--- src/rtl/hidden_layer_sequencer.sv ---
// hidden_layer_sequencer
// Runs one inference pass through a hidden layer: captures an input vector on
// START, streams it element by element into the layer's serial port, waits
// (bounded) for every neuron to report valid, latches the outputs and pulses
// DONE. Overflow and timeout status stay readable until the next pass starts.
module hidden_layer_sequencer #(
    parameter int NUM_INPUTS     = 4,
    parameter int NUM_OUTPUTS    = 4,
    parameter int WIDTH          = 8,
    parameter int TIMEOUT_CYCLES = 256
) (
    input  logic                           CLK,
    input  logic                           RSTN,
    input  logic                           START,
    input  logic [NUM_INPUTS*WIDTH-1:0]    VALUES_IN,
    output logic                           BUSY,
    output logic                           DONE,
    output logic [NUM_OUTPUTS*WIDTH-1:0]   RESULTS,
    output logic                           OVERFLOW,
    output logic                           TIMEOUT,
    input  logic                           LAYER_READY,
    output logic [WIDTH-1:0]               LAYER_VALUE,
    output logic                           LAYER_VALID,
    input  logic [NUM_OUTPUTS*WIDTH-1:0]   LAYER_VALUES,
    input  logic [NUM_OUTPUTS-1:0]         LAYER_VALIDS,
    input  logic                           LAYER_OVERFLOW
);

    localparam int IDX_W = (NUM_INPUTS > 1) ? $clog2(NUM_INPUTS) : 1;
    localparam int CNT_W = (TIMEOUT_CYCLES > 1) ? $clog2(TIMEOUT_CYCLES) : 1;

    localparam logic [IDX_W-1:0] LAST_IDX  = IDX_W'(NUM_INPUTS - 1);
    localparam logic [CNT_W-1:0] CNT_LIMIT = CNT_W'(TIMEOUT_CYCLES - 1);

    typedef enum logic [1:0] {
        S_IDLE,
        S_FEED,
        S_WAIT,
        S_FINISH
    } state_t;

    state_t                         state_q, state_d;
    logic [NUM_INPUTS*WIDTH-1:0]    buf_q, buf_d;
    logic [IDX_W-1:0]               idx_q, idx_d;
    logic [CNT_W-1:0]               cnt_q, cnt_d;
    logic [NUM_OUTPUTS*WIDTH-1:0]   results_q, results_d;
    logic                           overflow_q, overflow_d;
    logic                           timeout_q, timeout_d;
    logic                           layer_valid;
    logic [WIDTH-1:0]               layer_value;

    // State and datapath registers; everything clears on asynchronous reset.
    always_ff @(posedge CLK or negedge RSTN) begin
        if (!RSTN) begin
            state_q    <= S_IDLE;
            // NOTE: the input buffer is a plain register vector, so clearing it
            // on reset is cheap; nothing from an aborted pass survives reset.
            buf_q      <= '0;
            idx_q      <= '0;
            cnt_q      <= '0;
            results_q  <= '0;
            overflow_q <= 1'b0;
            timeout_q  <= 1'b0;
        end else begin
            // NOTE: non-blocking assignments keep every register updating from
            // the same pre-edge values, independent of statement order.
            state_q    <= state_d;
            buf_q      <= buf_d;
            idx_q      <= idx_d;
            cnt_q      <= cnt_d;
            results_q  <= results_d;
            overflow_q <= overflow_d;
            timeout_q  <= timeout_d;
        end
    end

    // Next-state logic plus the layer-facing strobe and data.
    always_comb begin
        // NOTE: every signal gets a default first so no path leaves one
        // unassigned, which would otherwise infer a latch.
        state_d     = state_q;
        buf_d       = buf_q;
        idx_d       = idx_q;
        cnt_d       = cnt_q;
        results_d   = results_q;
        overflow_d  = overflow_q;
        timeout_d   = timeout_q;
        layer_valid = 1'b0;
        layer_value = '0;

        case (state_q)
            S_IDLE: begin
                if (START) begin
                    buf_d      = VALUES_IN;
                    idx_d      = '0;
                    cnt_d      = '0;
                    overflow_d = 1'b0;
                    timeout_d  = 1'b0;
                    state_d    = S_FEED;
                end
            end

            S_FEED: begin
                // The layer's ready doubles as the transfer strobe; a stall
                // simply holds the current element with no time limit.
                layer_value = buf_q[32'(idx_q) * WIDTH +: WIDTH];
                layer_valid = LAYER_READY;
                if (LAYER_OVERFLOW) begin
                    overflow_d = 1'b1;
                end
                if (LAYER_READY) begin
                    idx_d = idx_q + 1'b1;
                    if (idx_q == LAST_IDX) begin
                        state_d = S_WAIT;
                    end
                end
            end

            S_WAIT: begin
                if (LAYER_OVERFLOW) begin
                    overflow_d = 1'b1;
                end
                // A full set of valids wins over the timeout in the same cycle.
                if (&LAYER_VALIDS) begin
                    results_d = LAYER_VALUES;
                    state_d   = S_FINISH;
                end else if (cnt_q == CNT_LIMIT) begin
                    timeout_d = 1'b1;
                    state_d   = S_FINISH;
                end else begin
                    cnt_d = cnt_q + 1'b1;
                end
            end

            S_FINISH: begin
                state_d = S_IDLE;
            end

            default: begin
                state_d = S_IDLE;
            end
        endcase
    end

    assign BUSY        = (state_q != S_IDLE);
    assign DONE        = (state_q == S_FINISH);
    assign RESULTS     = results_q;
    assign OVERFLOW    = overflow_q;
    assign TIMEOUT     = timeout_q;
    assign LAYER_VALID = layer_valid;
    assign LAYER_VALUE = layer_value;

endmodule

--- config.mk ---
export PLATFORM = sky130hd
export DESIGN_NAME = hidden_layer_sequencer
export DESIGN_NICKNAME = d
export VERILOG_FILES = /design/src/rtl/hidden_layer_sequencer.sv
export SDC_FILE = /design/constraint.sdc
export NUM_CORES = 1
export LEC_CHECK = 0
export ABC_AREA = 1
export BUFFER_PORTS_ARGS = -buffer_cell sky130_fd_sc_hd__buf_2
export CAP_MARGIN = 0
export CORE_AREA = 3 3 78 98
export DETAILED_ROUTE_END_ITERATION = 8
export DIE_AREA = 0 0 81 101
export PLACE_DENSITY_LB_ADDON = 0.25
export SLEW_MARGIN = 10
export SYNTH_ARGS = -nofsm -noshare
export SYNTH_HDL_FRONTEND = slang
export SYNTH_SLANG_ARGS = --single-unit
--- constraint.sdc ---
create_clock -name CLK -period 2 [get_ports CLK]
set_input_delay 0.3 -clock CLK [delete_from_list [all_inputs] [get_ports CLK]]
set_output_delay 0.3 -clock CLK [all_outputs]
set_load 0.005 [all_outputs]
==> flow_metrics.tcl <==
set metrics [dict create \
    finalWirelength_mm 8.413 \
    synth_edf_count 0 \
    grt_max_degree 47 \
    layout_setup_ws_ns 0.1195 \
    grt.total_usage 0.2164 \
    worstSetupPathType "reg -> out" \
    relSlewSlack 0.7198 \
    io_pins 118 \
    die-area_um2 8181 \
    setup_viol 0 \
    cts_buffers 9 \
    hpwlAfterDp_mm 6.224 \
    num_rows 34 \
    overflow 0 \
    synth.most_common_cell "nand2_1" \
    vias 3243 \
    yosysTopAreaCellShare 0.5415 \
    syn-num-nets 539 \
    crit_slowest_cell "dfrtp_1" \
    dieWidth_um 81 \
    crit_path_max_fanout 8 \
    synth-seq-cells 78 \
    yosys_warnings 0 \
    synth_cell_types 26 \
    r2r_cells 7 \
    grt_pass1_wl_mm 13.74 \
    fmaxAchievable_mhz 531.8 \
    ys.flop_type "dfrtp_1" \
    cts-resized-gates 0 \
    netlist_area_um2 3605 \
    layout-area-overhead-vs-synth_pct 26.52 \
    vdd_ir_drop_max_mv 0.6369 \
    placedCellCount 660 \
    drt_iter0_drc 143 \
    finalClockSkew_ns 0.01047 \
    holdBufCountCts 1 \
    gp_congestion 0.8249 \
    place_ws_ns 0.4292 \
    io_buffer_count 117 \
    synth-adder-area-share 0.02083 \
    finalHoldViolations 0 \
    critPathCaptureType "output port" \
    post_cts_buffers 0 \
    layout.nets 661 \
    hp-class "in -> reg" \
    wl_per_cell_um 12.43 \
    drive_gt1_frac 0.2658 \
    clockBufferDepth 2 \
    yosysTopAreaCell "dfrtp_1" \
    seq_area_frac_synth 0.5415 \
    drcViolationCount 0 \
    cts_tree "built" \
    cts_root_buf "clkbuf_8" \
    core_region_area_um2 6892 \
    power_density_nw_per_um2 1412 \
    setup_tns_ns 0 \
    cp.required_ns 1.70 \
    final.min_clock_period_ns 1.880 \
    cp_cell_sequence "buf_4 -> nor2_1 -> nor2_1 -> o21ai_0 -> a21oi_1 -> buf_2" \
    drv_slew 0 \
    synth_xor_area_frac 0.004859 \
    yosys-mux-area-fraction 0 \
    dr.pass1.iters 5 \
    synth_commonest_cells "237 x nand2_1, 78 x dfrtp_1, 44 x nor2_1" \
    fill_cells 638 \
    finalCritPeriodShare 0.9402 \
    syn_avg_cell_area_um2 7.836 \
    synthTopCellsByArea "dfrtp_1 54%, nand2_1 25%, nor2_1 4.6%" \
    clkSlewWorstSetupHoldPaths_ns 0.09 \
    grt_antenna_before_repair 0 \
    syn_inst 460 \
    seqCellArea_um2 1952 \
    first_global_vias 3108 \
    slowest_delay_ns 0.48 \
    insertion_delay_ns 0.34 \
    hold_depth 3 \
    multi_input_comb_area_um2 1479 \
    rsz0062_at_grt "false" \
    cts.sinks 78 \
    startpoint_type "flop" \
    status "completed" \
    via_per_inst 4.790 \
    synth-async-reset-ratio 1.000 \
    synth_compound_area_frac 0.04651 \
    leakage_uw 0.002618 \
    worst_slew_pin_slew_ns 0.4203 \
    final_cells 677 \
    worstPathArrival_ns 1.58 \
    num_antenna_cells 0 \
    ant_nets 0 \
    drv_cap 0 \
    synth_top_family_by_area "simple AND/OR/NAND/NOR gates" \
    die_h_um 101 \
    cts_max_level 3 \
    synth_simple_gate_area_share 0.3381 \
    start_util 0.5231 \
    crit_top_cell "nor2_1" \
]
-- placed cells by master (no fill, tap or decap), drive strengths merged, types with 6 or more instances in the layout --
master,synthesis,routed
buf,11,127
nand3,10,10
clkbuf,6,11
inv,17,17
a21oi,10,10
nor2,48,48
o21ai,22,22
dfrtp,78,78
ha,6,6
nand2,244,244
-- power by group --
| group | internal (uW) | total (uW) | switching (uW) |
|---|---|---|---|
| clock network | 866 | 1440 | 574 |
| logic | 972 | 2340 | 1370 |
| registers | 2250 | 2650 | 405 |
-- routing by layer --
layer,global-route usage,wire [um]
met4,0.09883,178
met3,0.04383,565
met5,0,0
met2,0.3460,3971
met1,0.2812,3698
-- path summary, 6_finish.rpt --
check | start | to | slack, ns
min reg2reg | buf_q[29] | buf_q[29] | 0.48
min | LAYER_VALUES[26] | RESULTS[26] | 0.14
max reg2reg | state_q[0] | TIMEOUT | 0.40
max | idx_q[0] | LAYER_VALUE[7] | 0.12
min in group asynchronous | RSTN | RESULTS[11] | 0.45
max in group asynchronous | RSTN | buf_q[24] | 0.97
-- state kept, by name, summed over array words and instances (netlist names) --
signal    cells
OVERFLOW      1
buf_q        32
RESULTS      32
cnt_q         8
idx_q         2
TIMEOUT       1
state_q       2
-- critical path: cells and delay by family (launching register included) --
kind            cells  cell delay [ns]
flops               1             0.48
buf+inv             2             0.35
simple gates        2             0.12
compound gates      2             0.29
-- stage by stage --
stage / instance area, um^2 / util / hold WS (ns) / total power (uW)
detailed placement: 4303 / 0.6244 / 0.2695 / 5024
global placement: 4303 / 0.6244 / 0.2665 / 4952
global route: 4561 / 0.6618 / 0.1391 / 6957
floorplan: 3605 / - / 0.004409 / 4070
finish: 4561 / 0.6618 / 0.1422 / 6439
CTS: 4561 / 0.6618 / 0.1310 / 6486
-- cells by family after synthesis --
kind of cell / after synthesis
AND/OR/NAND/NOR: 305
flip-flops: 78
buffers and inverters: 36
AO/OA/AOI/OAI: 33
adder cells (fa/ha/maj): 6
XOR/XNOR: 2
-- layout make-up --
type	instances	area share
Clock buffer	11	0.03100
Timing Repair Buffer	128	0.1531
Multi-Input combinational cell	346	0.3243
Clock inverter	5	0.02332
Inverter	19	0.01564
Tap cell	90	0.02469
Sequential cell	78	0.4280
No activity file was read; power rests on OpenSTA's default activity.
